===== src/rtl/hazard_scoreboard.sv =====
// Issue-side hazard scoreboard.
// Tracks in-flight register writes in the EX and MEM slots plus the single MUL/DIV unit, and
// stalls the ID stage only when forwarding cannot supply an operand (load-use, pending MUL/DIV
// result) or when the MUL/DIV unit is already occupied.

module hazard_scoreboard #(
    parameter int unsigned NUM_REGS   = 16,
    parameter int unsigned REG_W      = 4,
    parameter int unsigned MD_LATENCY = 4
) (
    input  logic                clk_i,
    input  logic                reset_i,
    input  logic                issue_valid_i,
    input  logic [REG_W-1:0]    register_op1_id_i,
    input  logic [REG_W-1:0]    register_op2_id_i,
    input  logic [REG_W-1:0]    register_dest_id_i,
    input  logic [1:0]          reg_write_id_i,
    input  logic                is_load_id_i,
    input  logic                is_md_id_i,
    input  logic                flush_i,
    output logic                stall_o,
    output logic [NUM_REGS-1:0] pending_mask_o,
    output logic                md_busy_o,
    output logic                md_done_o
);

    // Counter only has to hold MD_LATENCY-1 down to 0.
    localparam int unsigned     CntW    = $clog2(MD_LATENCY);
    localparam logic [CntW-1:0] CntInit = CntW'(MD_LATENCY - 1);

    typedef enum logic [1:0] {
        StIdle,
        StBusy,
        StDone
    } md_state_e;

    // Tracking slots
    logic             ex_v_q, ex_v_d;
    logic [REG_W-1:0] ex_dest_q, ex_dest_d;
    logic             ex_load_q, ex_load_d;
    logic             mem_v_q, mem_v_d;
    logic [REG_W-1:0] mem_dest_q, mem_dest_d;

    // MUL/DIV tracking
    md_state_e        md_state_q, md_state_d;
    logic [CntW-1:0]  cnt_q, cnt_d;
    logic [REG_W-1:0] md_dest_q, md_dest_d;

    // Decode of the ID instruction
    logic id_writes;
    logic id_reads_ex;
    logic id_reads_md;
    logic id_waw_md;
    logic md_active;
    logic load_use;
    logic md_stall;
    logic accepted;

    // Classify the ID instruction against the tracked producers.
    always_comb begin
        id_writes   = (reg_write_id_i != 2'b00) && (register_dest_id_i != '0);
        id_reads_ex = (ex_dest_q != '0) &&
                      ((register_op1_id_i == ex_dest_q) || (register_op2_id_i == ex_dest_q));
        id_reads_md = (md_dest_q != '0) &&
                      ((register_op1_id_i == md_dest_q) || (register_op2_id_i == md_dest_q));
        id_waw_md   = id_writes && (register_dest_id_i == md_dest_q);
        md_active   = (md_state_q == StBusy) || (md_state_q == StDone);
    end

    // Stall generation; a flush overrides any hazard since the ID instruction is squashed.
    always_comb begin
        load_use = issue_valid_i && ex_v_q && ex_load_q && id_reads_ex;
        md_stall = issue_valid_i && md_active && (id_reads_md || id_waw_md || is_md_id_i);
        stall_o  = (load_use || md_stall) && !flush_i;
        accepted = issue_valid_i && !stall_o && !flush_i;
    end

    // Slot advance: MEM takes EX, EX takes an accepted non-MD writer or becomes a bubble.
    always_comb begin
        ex_v_d     = accepted && id_writes && !is_md_id_i;
        ex_dest_d  = register_dest_id_i;
        ex_load_d  = is_load_id_i;
        mem_v_d    = ex_v_q;
        mem_dest_d = ex_dest_q;
    end

    // MUL/DIV FSM next state: BUSY lasts exactly MD_LATENCY cycles, DONE one cycle.
    always_comb begin
        md_state_d = md_state_q;
        cnt_d      = cnt_q;
        md_dest_d  = md_dest_q;
        unique case (md_state_q)
            StIdle: begin
                if (accepted && is_md_id_i) begin
                    md_state_d = StBusy;
                    cnt_d      = CntInit;
                    md_dest_d  = id_writes ? register_dest_id_i : '0;
                end
            end
            StBusy: begin
                if (cnt_q != '0) begin
                    cnt_d = cnt_q - CntW'(1);
                end else begin
                    md_state_d = StDone;
                end
            end
            StDone: begin
                md_state_d = StIdle;
            end
            default: begin
                md_state_d = StIdle;
            end
        endcase
    end

    // Registers with synchronous reset; reset also aborts an in-flight MUL/DIV.
    always_ff @(posedge clk_i) begin
        if (reset_i) begin
            ex_v_q     <= 1'b0;
            ex_dest_q  <= '0;
            ex_load_q  <= 1'b0;
            mem_v_q    <= 1'b0;
            mem_dest_q <= '0;
            md_state_q <= StIdle;
            cnt_q      <= '0;
            md_dest_q  <= '0;
        end else begin
            ex_v_q     <= ex_v_d;
            ex_dest_q  <= ex_dest_d;
            ex_load_q  <= ex_load_d;
            mem_v_q    <= mem_v_d;
            mem_dest_q <= mem_dest_d;
            md_state_q <= md_state_d;
            cnt_q      <= cnt_d;
            md_dest_q  <= md_dest_d;
        end
    end

    // Pending-write mask from state only; register 0 is never pending.
    always_comb begin
        pending_mask_o = '0;
        if (ex_v_q) begin
            pending_mask_o[ex_dest_q] = 1'b1;
        end
        if (mem_v_q) begin
            pending_mask_o[mem_dest_q] = 1'b1;
        end
        if (md_active) begin
            pending_mask_o[md_dest_q] = 1'b1;
        end
        pending_mask_o[0] = 1'b0;
    end

    // FSM status outputs.
    always_comb begin
        md_busy_o = (md_state_q == StBusy);
        md_done_o = (md_state_q == StDone);
    end

    // Structural invariants.
    a_busy_done_excl: assert property (@(posedge clk_i) disable iff (reset_i)
        !(md_busy_o && md_done_o));
    a_no_stall_idle: assert property (@(posedge clk_i) disable iff (reset_i)
        !issue_valid_i |-> !stall_o);
    a_flush_no_stall: assert property (@(posedge clk_i) disable iff (reset_i)
        flush_i |-> !stall_o);

endmodule


===== config.mk =====
export PLATFORM = sky130hd
export DESIGN_NAME = hazard_scoreboard
export DESIGN_NICKNAME = d
export VERILOG_FILES = /design/src/rtl/hazard_scoreboard.sv
export SDC_FILE = /design/constraint.sdc
export NUM_CORES = 1
export LEC_CHECK = 0
export CAP_MARGIN = 10
export CELL_PAD_IN_SITES_DETAIL_PLACEMENT = 1
export CELL_PAD_IN_SITES_GLOBAL_PLACEMENT = 2
export CORE_MARGIN = 2
export CORE_UTILIZATION = 29
export CTS_CLUSTER_SIZE = 30
export DETAILED_ROUTE_END_ITERATION = 10
export PLACE_DENSITY = 0.94
export SYNTH_ARGS = -nofsm -noshare
export SYNTH_HDL_FRONTEND = slang
export SYNTH_SLANG_ARGS = --single-unit

===== constraint.sdc =====
create_clock -name clk_i -period 5.6 [get_ports clk_i]
set_input_delay 1.68 -clock clk_i [delete_from_list [all_inputs] [get_ports clk_i]]
set_output_delay 1.68 -clock clk_i [all_outputs]
set_load 0.005 [all_outputs]

**Yosys cells after proc, flatten, opt, wreduce, memory -nomap -nowiden**

Index checks and enable logic that the tools add are counted.

- $add $sub $neg: 1
- Order comparisons: 6
- Equal/unequal tests: 10
- Multiplexer cells: 16
- Bitwise logic cells: 2
- Reduce and logical (&&, ||, !) cells: 37

Operators with widths:

| operator | count |
|---|---|
| 16-bit two-way mux | 3 |
| 16-bit bitwise OR | 2 |
| 4-bit equality test | 5 |
| 1-bit logical AND | 18 |
| 4-bit by 5-bit < comparator with 1-bit output, second input constant | 3 |
| 1-bit demux with 4-bit select | 3 |
| 4-bit by 1-bit >= comparator with 1-bit output, second input constant | 3 |
| 4-bit nonzero test | 3 |
| 2-bit two-way mux | 4 |
| 2-bit one-hot mux with 2 select lines | 2 |
| 1-bit logical OR | 6 |
| 2-bit nonzero test | 3 |
| 4-bit two-way mux | 1 |
| 2-bit != test, second input constant | 2 |
| 2-bit AND reduction | 2 |
| 1-bit logical NOT | 3 |
| 1-bit two-way mux | 3 |
| 3-bit AND reduction | 1 |
| 2-bit by 1-bit equality test with 1-bit output, second input constant | 1 |
| 2-bit equality test, second input constant | 1 |
| 2-bit logical NOT | 1 |
| 2-bit by 1-bit != test with 1-bit output, second input constant | 1 |
| 2-bit by 1-bit subtractor with 2-bit output, second input constant | 1 |

- Register bits: 19
- Word-level logic and storage cells: 80

**Longest topological paths before layout**

- Depth in word-level cells: 14
- Depth in mapped cells: 7
- Depth with buffers taken out: 7

**Worst setup path before layout**

Ideal clock, no wire load.

- Kind: input to output
- From: input port register_op2_id_i[3]
- To: output port stall_o
- Arrival: 2.539 ns
- Required time: 3.920 ns
- Setup slack: 1.381 ns
- Stages on the path: 5
- Cells stage by stage: xor2_1 nor4_2 o21ai_1 o211ai_1 nor2b_1

- Cells in the longest elaborated chain, start to end: 8
- Elaborated cells on any way between the ends: 12
- Classes of those cells: eq/ne: 2; reduce/logical: 10

Ends and longest elaborated chain:

| element | line | text |
|---|---|---|
| start: declaration | 15 | `input logic [REG_W-1:0] register_op2_id_i,` |
| 4-bit equality test | 65 | `((register_op1_id_i == md_dest_q) \|\| (register_op2_id_i == md_dest_q));` |
| 1-bit logical OR | 65 |  |
| 1-bit logical AND | 64 | `id_reads_md = (md_dest_q != '0) &&` |
| 1-bit logical OR (2 in a row) | 73 | `md_stall = issue_valid_i && md_active && (id_reads_md \|\| id_waw_md \|\| is_md_id_i);` |
| 1-bit logical AND | 73 |  |
| 1-bit logical OR * | 74 | `stall_o = (load_use \|\| md_stall) && !flush_i;` |
| 1-bit logical AND * | 74 |  |
| end: declaration | 21 | `output logic stall_o,` |

Every way passes the cells marked *; elsewhere a longest branch is shown, timed or not.

**Final worst setup path**

- From: input port register_dest_id_i[3]
- To: output port stall_o

- Cells in the longest elaborated chain, start to end: 8
- Elaborated cells on any way between the ends: 9
- Classes of those cells: eq/ne: 1; reduce/logical: 8

Ends and longest elaborated chain:

| element | line | text |
|---|---|---|
| start: declaration | 16 | `input logic [REG_W-1:0] register_dest_id_i,` |
| 4-bit nonzero test | 61 | `id_writes = (reg_write_id_i != 2'b00) && (register_dest_id_i != '0);` |
| 1-bit logical AND | 61 |  |
| 1-bit logical AND * | 66 | `id_waw_md = id_writes && (register_dest_id_i == md_dest_q);` |
| 1-bit logical OR * (2 in a row) | 73 |  |
| 1-bit logical AND * | 73 |  |
| 1-bit logical OR * | 74 |  |
| 1-bit logical AND * | 74 |  |

Marks and branches as above.

==> summary.txt <==
Power and ir drop
  • Clock power share: 20.1%
  • Switching part of the total: a little over a third
  • Peak VDD IR: 0.000149 V
  • Register share of total power: 37.2%
  • PwrDens: 233 nW/µm²
  • Internal power: 0.000297 W
  • Leak: 0.826 nW
  • Comb power frac: 42.7%
  • Psw: 0.000160 W

Finish
  • # diodes: 0
  • # nets final: 251
  • Layout area overhead: 30.5%
  • Most common cell after layout, fill and taps aside: clkdlybuf4s50_1
  • Most frequent cells in the layout: 37 x clkdlybuf4s50_1, 30 x nand2_1, 20 x xor2_1, 19 x dfxtp_1, 16 x nor2b_1
  • Final cell count without fillers: 295
  • Share of cells above drive strength 1: 4.89%

Drt
  • Average wire per cell in the routed design: about 14 µm
  • Iter 0 DRT Violations: 73
  • Routed WL: slightly above 4 mm
  • First-pass DRT Iterations: 4
  • DR vias: 1493
  • Vias per Instance: 5.06
  • Routed Antenna Nets: 0
  • Post-route DRC: 0

Timing
  • Setup-failing EPs final: 0
  • Fin crit period: between 5000 and 6000 ps
  • Worst Tran Pin Value: 677 ps
  • Pins over their slew limit: 0
  • Period utilization: between 90% and 100%
  • Final hold vios: 0
  • Setup tns final: 0 ps
  • Final Skew: 8.64 ps
  • RSZ-0062 raised after global routing: false
  • Fmax: 187 MHz
  • Slew headroom: between 50% and 60%

Synthesis
  • Netlist cell types: 39
  • Syn Inst Count: 193
  • Synth Net Count: 218
  • Share of the yosys chip area belonging to registers: 25.3%
  • Post-synth top area share: 25.3%
  • Yosys reg bits: 19
  • Synth area leaders: dfxtp_1 25%, xor2_1 12%, nand2_1 7.5%, nor2b_1 6.7%, nand3_1 4.3%
  • Mean Syn Cell Area: 7.79 µm²
  • Post-synth top area cell: dfxtp_1
  • Post-synth EDFFs: 0
  • Post-synth ARST share: 0%
  • Netlist area before placement: 1500 µm²
  • Main flop type after synthesis: dfxtp_1
  • Yosys warns: 0

CTS
  • CTS hold repair buffers: 0
  • PostCTS Resize Cnt: 0
  • CTS Buf Count: 3
  • Skew-Pair Late Insertion Delay: 250 ps
  • Clock root cell: clkbuf_8
  • H-tree levels: 1
  • Clk buf depth: 2
  • CTS tree: yes
  • Setup Fix Bufs, Post-CTS: 0
  • TritonCTS Sinks: 19
  • Clk slew on worst S/H paths: 70 ps

Global route
  • Vias in the first global route: 1536
  • GRT Total Usage: 14.9%
  • Largest net degree at the start of global routing: 22
  • Gr ovfl total: 0
  • GRT Max-Usage Layer: met2
  • Initial antenna violation count: 0
  • GRT met2 Usage: 26.7%
  • First-pass GRT wire length: between 7 and 8 mm
  • GRT met1 Usage: roughly a fifth
  • Met3 track demand over resource: 1.42%

Floorplanning
  • Die X: 76.0 µm
  • Die Height: around 76 µm
  • Die area: around 5800 µm²
  • Site Rows: 26
  • Initial Utilization: slightly below 30%
  • Io pins: 39
  • Core area: 5040 µm²

Critical path
  • Most used cell, CP: clkdlybuf4s50_1
  • CP Max Fanout: 3
  • CP max stage cell: clkdlybuf4s50_1
  • Crit path cell chain: clkdlybuf4s50_1 -> xor2_1 -> nor4_1 -> a21oi_1 -> o211ai_1 -> nor2b_1 -> clkdlybuf4s50_1
  • Req. time, crit path: 3920 ps
  • Delay of the slowest cell on the worst path: 510 ps
  • Critical path arrival: around 3700 ps
  • Startpoint types: input pin
  • CP Capture Type: output pin
  • WS Path Type: in -> out

Placed design
  • DP HPWL: 3.36 mm
  • I/O Buffers: 37
  • Global placement routability congestion: 0.808
  • Placed cell count: about 290

Hold path
  • HP Class: reg -> reg

Status
  • Status: completed

Flow run
  • Max capacitance violation total: 0
[flip-flops by register name (all words and copies together), names as in the netlist]
register    count
ex_v_q          1
md_state_q      2
md_dest_q       4
mem_v_q         1
ex_dest_q       4
mem_dest_q      4
cnt_q           2
ex_load_q       1
[synth_stat cells (2+ instances only)]
cell type  number
o211ai_1        2
nand3b_1        2
xor2_1         20
a22oi_1         7
and3b_1         3
dfxtp_1        19
mux2_4          2
nand3_1        13
buf_2           6
nand2b_1        5
nor4_1          3
nand2_1        30
a21oi_1         5
nor4_2          2
ha_1            5
a32oi_1         2
nor3b_1         2
nor2b_1        16
inv_1           8
mux2i_1         4
a31oi_1         2
a222oi_1        2
o21ai_1         3
and3_1          4
nor2_1         12
[final timing paths]
| check | start | endpoint | slack (ps) | cells past startpoint |
|---|---|---|---|---|
| setup / recovery | register_dest_id_i[3] | stall_o | 240 | 7 |
| hold / removal | md_state_q[1]$_SDFFE_PP0P_ | md_state_q[1]$_SDFFE_PP0P_ | 580 | 2 |
| setup reg to reg | ex_dest_q[3]$_SDFF_PP0_ | cnt_q[0]$_SDFFE_PP0P_ | 3710 | 5 |
| hold reg to reg | md_state_q[1]$_SDFFE_PP0P_ | md_state_q[1]$_SDFFE_PP0P_ | 580 | 2 |
[cell type report]
type,count,area [µm²]
Timing Repair Buffer,37,370
Clock buffer,3,41.3
Clock inverter,1,5.00
Inverter,8,30.0
Multi-Input combinational cell,157,1050
Tap cell,70,87.6
Sequential cell,19,380
Fill cell,620,3080
[critical path, delay by kind of cell]
kind	cells	cell delay (ps)
xor+xnor	1	160
simple gates	2	470
buf+inv	2	960
compound gates	2	410
[stage by stage]
stage | hold WS (ps) | worst slack, ps | power, W | util, % | instance area (µm²)
global placement | 553 | 255 | 0.000365 | 38.0 | 1920
global route | 615 | 64.0 | 0.000494 | 38.9 | 1960
CTS | 585 | 216 | 0.000464 | 38.9 | 1960
finish | 581 | 240 | 0.000457 | 38.9 | 1960
floorplan | 510 | 1380 | 0.000304 | - | 1500
detailed placement | 576 | 242 | 0.000370 | 38.0 | 1920
[layer usage]
metal / up-vias / routed length (µm)
met3: 2 / 175
met1: 717 / 1910
li1: 733 / -
met2: 41 / 2030
met4: 0 / 25
met5: - / 0
[power groups by stage]
stage                clock, W  combinational [W]  sequential, W
CTS                 0.0000948           0.000199       0.000170
floorplan                   0           0.000142       0.000162
global route         0.000101           0.000220       0.000173
global placement            0           0.000193       0.000172
detailed placement          0           0.000197       0.000173
finish              0.0000919           0.000195       0.000170
[cells by family after synthesis]
| group | Yosys count | synth area share (%) |
|---|---|---|
| flip-flops | 19 | 25.3 |
| AND/OR/NAND/NOR | 96 | 33.9 |
| buffers and inverters | 17 | 4.99 |
| multiplexers | 6 | 4.66 |
| adder cells (fa/ha/maj) | 5 | 4.16 |
| other | 1 | 0.249 |
| XOR/XNOR | 20 | 11.6 |
| AO/OA/AOI/OAI | 29 | 15.1 |
Note: power is estimated with default switching activity, not from simulation.
==> RTL change (same flow settings) <==
`mem_dest_q` no longer has a reset.
--- a/src/rtl/hazard_scoreboard.sv
+++ b/src/rtl/hazard_scoreboard.sv
@@ -120,7 +120,6 @@
             ex_dest_q  <= '0;
             ex_load_q  <= 1'b0;
             mem_v_q    <= 1'b0;
-            mem_dest_q <= '0;
             md_state_q <= StIdle;
             cnt_q      <= '0;
             md_dest_q  <= '0;
@@ -129,11 +128,14 @@
             ex_dest_q  <= ex_dest_d;
             ex_load_q  <= ex_load_d;
             mem_v_q    <= mem_v_d;
-            mem_dest_q <= mem_dest_d;
             md_state_q <= md_state_d;
             cnt_q      <= cnt_d;
             md_dest_q  <= md_dest_d;
         end
+    end
+
+    always_ff @(posedge clk_i) begin
+        mem_dest_q <= mem_dest_d;
     end
 
     // Pending-write mask from state only; register 0 is never pending.
Check against the original RTL: no difference found for any inputs over 10 cycles, from zero or initial values and one cycle with reset_i high; that may be too few to reach the edited logic, so the function may still have changed.
==> RTL change against the unedited design <==
Core utilization increased by 0.28 points; wire length increased by 17%; synthesized area increased by 4.2%; setup slack got worse by 0.084 ns; sequential power increased by 3%; clock skew decreased by 0.0057 ns; combinational power increased by 16%; sequential cell count unchanged; total power increased by 9.1%; cell count increased by 2.7%; first-iteration DRC count increased by 4.1%; final area increased by 3.3%; critical path type unchanged; critical endpoint unchanged; largest cell class unchanged; largest power group unchanged; highest routed layer unchanged.
==> RTL change: results (changes against the unedited design) <==
area share of fa/ha/maj cells after synthesis: 0.0399 (was 0.0416)
Netlist cell types: 45 (was 39)
Inverters excl. clock: 6 (was 8)
multi-input logic area: 1110 sq um (was 1050 sq um)
RR Startpoint: md_state_q[0]$_SDFFE_PP0P_ (was ex_dest_q[3]$_SDFF_PP0_)
XOR/XNOR Fraction of Synth Area: 0.112 (was 0.116)
Mean Syn Cell Area: 7.84 sq um (was 7.79 sq um)
WP data arrival: 3.76 ns (was 3.68 ns)
Setup Skew: 0.00293 ns (was 0.00864 ns)
Synth-to-Final Area Change: 29.4% (was 30.5%)
hold slack: 0.487 ns (was 0.581 ns)
worst slack at placement: 0.0908 ns (was 0.242 ns)
synthesized netlist net count: 225 (was 218)
DR WL/cell: 16.1 um (was 14.0 um)
share of cells above drive strength 1: 0.0730 (was 0.0489)
Critical Path Fanout Max: 4 (was 3)
global-route wire length before repair: 8170 um (was 7300 um)
status: completed (unchanged)
Max Freq: 184 MHz (was 187 MHz)
vias per inst: 5.26 (was 5.06)
Switching Share: 0.385 (was 0.350)
global-route usage over all layers: 0.167 (was 0.149)
Initial DRC Count: 76 (was 73)
CP Launch Point: register_dest_id_i[0] (was register_dest_id_i[3])
VDD IR max: 0.157 mV (was 0.149 mV)
DP HPWL: 3670 um (was 3360 um)
Synth area leaders: dfxtp_1, xnor2_1, nand2_1 (was dfxtp_1, xor2_1, nand2_1)
Worst Reg-to-Reg Cells: 6 (was 5)
Slew HR: 0.568 (was 0.547)
post-synthesis mux area share: 0 (was 0.0466)
initial antenna violation count: 0 (unchanged)
Pleak: 0.000756 uW (was 0.000826 uW)
area of placed instances: 1980 sq um (was 1920 sq um)
crit-path max cell delay: 0.48 ns (was 0.51 ns)
vias in the first global route: 1,645 (was 1,536)
drt pass-1 iters: 4 (unchanged)
HP Start: ex_dest_q[2]$_SDFF_PP0_ (was md_state_q[1]$_SDFFE_PP0P_)
R2R Setup Slk: 3.17 ns (was 3.71 ns)
fin nets: 259 (was 251)
worst r2r dst: md_dest_q[0]$_SDFFE_PP0P_ (was cnt_q[0]$_SDFFE_PP0P_)
comb_multi_in: 165 (was 157)
largest net degree at the start of global routing: 18 (was 22)
Synth Area in Compound Gates: 0.185 (was 0.151)
Final GP Congestion: 0.873 (was 0.808)
number of clock buffers in the layout: 4 (was 3)
synthesized area: 1570 sq um (was 1500 sq um)
Fill cells: 609 (was 620)
Worst Hold End: mem_dest_q[2]$_DFF_P_ (was md_state_q[1]$_SDFFE_PP0P_)
Setup Fix Bufs, Post-CTS: 0 (unchanged)
Post-synth top cells: nand2_1, dfxtp_1, xnor2_1, nand3_1, nor2b_1 (was nand2_1, xor2_1, dfxtp_1, nor2b_1, nand3_1)
filler-free cell count of the finished design: 303 (was 295)
Seq/Total Area, Yosys: 0.243 (was 0.253)
Final clock-cell share: 0.0222 (was 0.0236)
Signal buffers: 39 (was 37)
hold depth: 0 (was 2)
Non-clock buffer share: 0.190 (was 0.189)
## RTL change: changes by cell type in the layout (fill, tap and decap cells not counted), sizes merged, moves of 3 or more
cell | before | now
or4 | 0 | 5
o211ai | 3 | 0
a211oi | 0 | 3
mux2i | 4 | 0
nand2 | 30 | 26
xor2 | 20 | 2
xnor2 | 0 | 18
nand4 | 0 | 5
o31ai | 0 | 6
a22oi | 7 | 10
nand3 | 13 | 16
## RTL change: layer usage
| metal | up-vias | track usage | wire [um] |
|---|---|---|---|
| met3 | 7 | 0.0198 | 229 |
| met1 | 749 | 0.229 | 2270 |
| met5 | - | 0 | 0 |
| met4 | 0 | 0.0411 | 55 |
| met2 | 53 | 0.277 | 2310 |
| li1 | 785 | - | - |
## RTL change: power groups by stage
stage / registers (uW) / logic, uW / clock network (uW)
final: 175 / 226 / 98.0
after global routing: 177 / 254 / 105
after CTS: 174 / 226 / 100
after detailed placement: 177 / 224 / 0
after global placement: 175 / 221 / 0
after floorplan: 163 / 166 / 0
